File: src/rtl/display_scan.sv
// ============================================================================
// Module   : display_scan
// Function : Time-multiplexed scan of six BCD digits (HH:MM:SS) onto a single
//            digit channel. It outputs the digit position, the digit code, a
//            one-hot digit enable and a blink request for the digit being edited.
//            At each frame start the digit bus is captured into a snapshot, so a
//            frame cannot show a mix of old and new time values.
// Options  : `define LEADING_ZERO_BLANK_EN to blank a zero hour-tens digit
//            (code 15).
// Revision : 1.0 - initial release
// ============================================================================
`default_nettype none

module display_scan #(
    parameter int SCAN_DIV    = 1000,
    parameter int BLINK_TICKS = 64
) (
    input  logic        clk,
    input  logic        rst,
    input  logic [23:0] digits,
    input  logic        edit_mode,
    input  logic [2:0]  edit_sel,
    output logic [2:0]  num,
    output logic [3:0]  d1,
    output logic        flash,
    output logic [5:0]  an
);

    localparam int C_PRE_W = $clog2(SCAN_DIV);
    localparam int C_BLK_W = $clog2(BLINK_TICKS + 1);

    logic [C_PRE_W-1:0] r_pre;
    logic [C_BLK_W-1:0] r_bcnt;
    logic               r_phase;
    logic [23:0]        r_snap;
    logic [2:0]         r_prev_sel;
    logic               r_prev_mode;

    logic               w_tick;
    logic               w_move;
    logic [2:0]         w_num_next;
    logic [3:0]         w_nib;
    logic [3:0]         w_code;
    logic               w_flash;

    assign w_tick     = (r_pre == C_PRE_W'(SCAN_DIV - 1));
    assign w_num_next = (num == 3'd5) ? 3'd0 : num + 3'd1;
    // A new cursor position, or a fresh entry into edit mode, restarts the blink
    assign w_move     = (edit_sel != r_prev_sel) | (edit_mode & ~r_prev_mode);
    // The restarted blink always begins in the visible phase
    assign w_flash    = edit_mode & (edit_sel == w_num_next) & r_phase & ~w_move;

    // Select the nibble for the next slot: fresh bus at frame start, snapshot otherwise
    always_comb begin
        w_nib = r_snap[{w_num_next, 2'b00} +: 4];
        if (num == 3'd5) begin
            w_nib = digits[3:0];
        end
    end

    // Map the raw nibble to a display code (dash for non-BCD, optional blank)
    always_comb begin
        w_code = (w_nib > 4'd9) ? 4'd12 : w_nib;
`ifdef LEADING_ZERO_BLANK_EN
        if ((w_num_next == 3'd5) && (w_nib == 4'd0)) begin
            w_code = 4'd15;
        end
`else
        w_code = w_code;
`endif
    end

    // Prescaler that sets the length of each digit slot
    always_ff @(posedge clk or posedge rst) begin
        if (rst) begin
            r_pre <= '0;
        end else if (w_tick) begin
            r_pre <= '0;
        end else begin
            r_pre <= r_pre + C_PRE_W'(1);
        end
    end

    // Registered scan outputs, which all advance together on each tick
    always_ff @(posedge clk or posedge rst) begin
        if (rst) begin
            num   <= 3'd0;
            d1    <= 4'd0;
            flash <= 1'b0;
            an    <= 6'b000001;
        end else if (w_tick) begin
            num   <= w_num_next;
            d1    <= w_code;
            flash <= w_flash;
            an    <= 6'd1 << w_num_next;
        end
    end

    // Frame snapshot, captured on the tick where the scan wraps to position 0
    always_ff @(posedge clk or posedge rst) begin
        if (rst) begin
            r_snap <= 24'd0;
        end else if (w_tick && (num == 3'd5)) begin
            r_snap <= digits;
        end
    end

    // Blink timing counts ticks; a cursor move takes priority over the phase wrap
    always_ff @(posedge clk or posedge rst) begin
        if (rst) begin
            r_bcnt  <= '0;
            r_phase <= 1'b0;
        end else if (w_move) begin
            r_bcnt  <= '0;
            r_phase <= 1'b0;
        end else if (w_tick) begin
            if (r_bcnt == C_BLK_W'(BLINK_TICKS - 1)) begin
                r_bcnt  <= '0;
                r_phase <= ~r_phase;
            end else begin
                r_bcnt  <= r_bcnt + C_BLK_W'(1);
            end
        end
    end

    // Previous edit controls, used to detect cursor moves
    always_ff @(posedge clk or posedge rst) begin
        if (rst) begin
            r_prev_sel  <= 3'd7;
            r_prev_mode <= 1'b0;
        end else begin
            r_prev_sel  <= edit_sel;
            r_prev_mode <= edit_mode;
        end
    end

endmodule

`default_nettype wire

File: config.mk
export PLATFORM = sky130hd
export DESIGN_NAME = display_scan
export DESIGN_NICKNAME = d
export VERILOG_FILES = /design/src/rtl/display_scan.sv
export SDC_FILE = /design/constraint.sdc
export NUM_CORES = 1
export LEC_CHECK = 0
export ABC_AREA = 1
export BUFFER_PORTS_ARGS = -buffer_cell sky130_fd_sc_hd__buf_2
export CORE_AREA = 3 3 99 111
export DETAILED_ROUTE_END_ITERATION = 7
export DIE_AREA = 0 0 102 114
export HOLD_SLACK_MARGIN = 0.1
export PLACE_DENSITY = 0.56
export SYNTH_ARGS = -nofsm -noshare
export SYNTH_HDL_FRONTEND = slang
export SYNTH_SLANG_ARGS = --single-unit
export TNS_END_PERCENT = 10
File: constraint.sdc
create_clock -name clk -period 3.3 [get_ports clk]
set_clock_uncertainty 0.2 [all_clocks]
set_input_delay 0.33 -clock clk [delete_from_list [all_inputs] [get_ports clk]]
set_output_delay 0.33 -clock clk [all_outputs]
set_load 0.02 [all_outputs]
==> impl_metrics.py <==
metrics = {
    "clocking": {
        "post_cts_buffers": 0,
        "tritoncts": "done",
        "worstSkewPairLatency_ns": 0.33,
        "cts_sinks": 60,
        "cts_max_level": 3,
        "cts-resized-gates": 0,
        "cts_made_buffers": 9,
        "clock_path_buffers": 2,
        "cts_root_buf": "clkbuf_8",
        "clk_pin_slew_ns": 0.06,
    },
    "critical_path": {
        "cp_slowest_cell": "dfrtp_1",
        "path_class": "reg2reg",
        "cp_common_cell": "nand2_1",
        "cp.required_ns": 3.30,
        "cp-startpoint": "num[0]",
        "worst_ep_arrival_time_ns": 2.35,
        "cp_max_fo": 26,
        "startpoint_type": "register",
        "max_stage_delay_ns": 0.86,
        "worstPathCellList": "inv_2 -> nand2_2 -> nand2_2 -> nand2_1 -> nand3_1 -> nand2_1 -> nand2_1 -> a21oi_1 -> o21bai_1",
        "cp-end-kind": "register",
        "r2r-start": "num[0]",
    },
    "min_path": {
        "hp-start": "r_pre[0]",
        "hold_path.class": "reg2reg",
    },
    "logic_synthesis": {
        "synth.avg_cell_area_um2": 8.24,
        "synth_top_area_share_pct": 49.1,
        "synth.distinct_cells": 34,
        "synth_top_area_cell": "dfrtp_1",
        "yosysWarnings": 0,
        "synth_area_leaders": "dfrtp_1 49%, nand2_1 16%, o21ai_0 4.2%",
        "synthesis.nets": 378,
        "syn_area_mm2": 0.00285,
        "yosysSeqAreaShare_pct": 52.8,
        "synth-seq-cells": 60,
        "syn_inst": 346,
    },
    "job": {
        "maxCapViolations": 0,
    },
    "floorplan": {
        "coreArea_mm2": 0.00989,
        "dieWidth_um": 102,
        "die_y_um": 114,
        "floorplan.initialDensity_pct": 28.8,
        "fp-row-count": 38,
        "io-pin-count": 44,
        "die_area_mm2": 0.0116,
    },
    "cells_and_area": {
        "drive_above_1_share_pct": 18.5,
        "fin_util_pct": 36.7,
        "synthToLayoutAreaGrowth_pct": 27.2,
        "insertedDiodeCount": 0,
        "final_cells": 546,
        "fillers": 1059,
        "nNetsFinal": 454,
    },
    "route": {
        "firstDrtPassIters": 4,
        "detail-route-antenna-nets": 0,
        "drt_iter0_markers": 102,
        "num_vias": 2463,
        "routed_wirelength_um": 6520,
        "drc": 0,
        "vias_per_cell": 4.51,
        "wire_per_inst_um": 11.9,
    },
    "global_route": {
        "grt_pass1_vias": 2451,
        "grt-ovfl-total": 0,
        "antenna_found_initial": 0,
        "track_usage_pct": 12.4,
        "grt_pass1_wl_um": 11300,
        "grt_max_degree": 36,
    },
    "sta": {
        "report.final.setup_viol": 0,
        "fin_crit_ns": 2.35,
        "tightest_slew_ns": 0.804,
        "fmax_ghz": 0.426,
        "fin_crit_sh_pct": 71.2,
        "rsz0062_at_grt": "no",
        "relSlewSlack_pct": 46.4,
        "hold_viol": 0,
        "setup_tns_ns": 0,
        "slew_violations": 0,
    },
    "power_and_ir_drop": {
        "ir_worst_vdd_v": 0.000197,
        "total_power_uw": 1400,
        "powerDensity_mw_per_mm2": 385,
        "leakagePower_uw": 0.00175,
    },
    "placed_design": {
        "dp.cells": 502,
        "numPortBuffers": 43,
        "dp_hpwl_um": 4590,
        "place_congestion": 0.786,
    },
    "run_status": {
        "status": "finished clean",
    },
}
-- worst paths after layout --
check	end	slack, ns	depth (start not counted)
worst max-delay path	d1[2]	0.95	9
max in group asynchronous	an[0]	1.67	4
min in group asynchronous	r_bcnt[2]	0.48	3
worst min-delay path	r_pre[0]	0.26	1
worst min register to register	r_pre[0]	0.26	1
worst max register to register	d1[2]	0.95	9
-- worst max-delay path: cells and delay by family, from the launching register on --
family,cells,cell delay [ns]
compound gates,2,0.26
flops,1,0.86
buf+inv,1,0.23
simple gates,6,0.65
-- cells in the final DEF, fill, tap and decap left out, types with 8 or more instances in the layout --
cell | netlist | routed
inv_1 | 29 | 28
nor2_1 | 22 | 22
buf_2 | 5 | 43
dlygate4sd3_1 | 0 | 29
a21oi_1 | 15 | 15
o21ai_0 | 24 | 24
xor2_1 | 8 | 8
clkbuf_8 | 0 | 11
nand3_1 | 11 | 11
dfrtp_1 | 56 | 56
nand2_1 | 123 | 123
-- where the power goes --
group          switching, uW  internal, uW  leakage (uW)
clock                    271           307     0.0000893
combinational           35.9          41.4       0.00100
sequential              1.71           741      0.000656
-- metal layers --
| layer | track usage (%) | vias up | wire length, um |
|---|---|---|---|
| met4 | 4.37 | 0 | 89 |
| met3 | 4.22 | 7 | 285 |
| met2 | 20.3 | 48 | 3110 |
| li1 | - | 1255 | - |
| met5 | 0 | - | 0 |
| met1 | 15.0 | 1153 | 3040 |
-- metrics by stage --
stage | setup slack [ns] | cell area [um^2] | hold WS (ns)
3_3_place_gp | 0.984 | 3170 | 0.243
6_report | 0.951 | 3630 | 0.260
4_1_cts | 0.947 | 3630 | 0.269
2_1_floorplan | 1.29 | 2850 | 0.134
3_5_place_dp | 0.958 | 3170 | 0.254
5_1_grt | 0.705 | 3630 | 0.289
-- layout make-up --
class	count	area (um^2)	share of cell area, %
clock buffer	13	159	4.38
multi-input combinational	242	1150	31.6
sequential	60	1510	41.5
clock inverter	2	10.0	0.276
inverter	34	130	3.58
tap	120	150	4.14
timing repair buffer	75	528	14.5
-- cells by family after synthesis --
logic type                 Yosys count  share of synthesized area (%)
DFF                                 60                           52.8
buffers and inverters               44                           7.02
xor gates and xnor gates             8                           2.46
AOI/OAI and AO/OA                   55                           10.9
adders and majority gates            2                          0.877
and+or+nand+nor                    177                           26.0
-- Yosys cell counts --
cell type / n
nand2_2: 5
nand3_1: 11
o21bai_1: 1
nor2_2: 1
nor3_2: 1
o21ai_1: 1
o31ai_1: 6
nor2_4: 1
nand3_2: 2
dfrtp_1: 56
clkbuf_1: 1
dfstp_2: 4
buf_2: 5
nor3b_1: 1
inv_4: 1
nor3_1: 6
o21ai_0: 24
inv_1: 29
clkinv_1: 1
nor4_1: 1
buf_6: 3
a31oi_1: 2
nand4_1: 2
ha_1: 2
a21oi_1: 15
xor2_1: 8
a21boi_0: 3
buf_4: 1
o211a_1: 1
o22ai_1: 2
nor2_1: 22
inv_2: 3
nand2_1: 123
or2_2: 1
-- flip-flops by register name, summed over array words and instances, names as in the netlist --
signal	count
r_bcnt	7
num	3
r_pre	10
r_prev_mode	1
d1	4
r_prev_sel	3
flash	1
r_phase	1
an	6
r_snap	24
-- repair_timing --
action | 4_1_cts | 5_1_grt
endpoints found under the setup margin | 0 | 0
hold buffers | 29 | 0
endpoints found under the hold margin | 61 | 0
(Power assumes the default switching activity.)
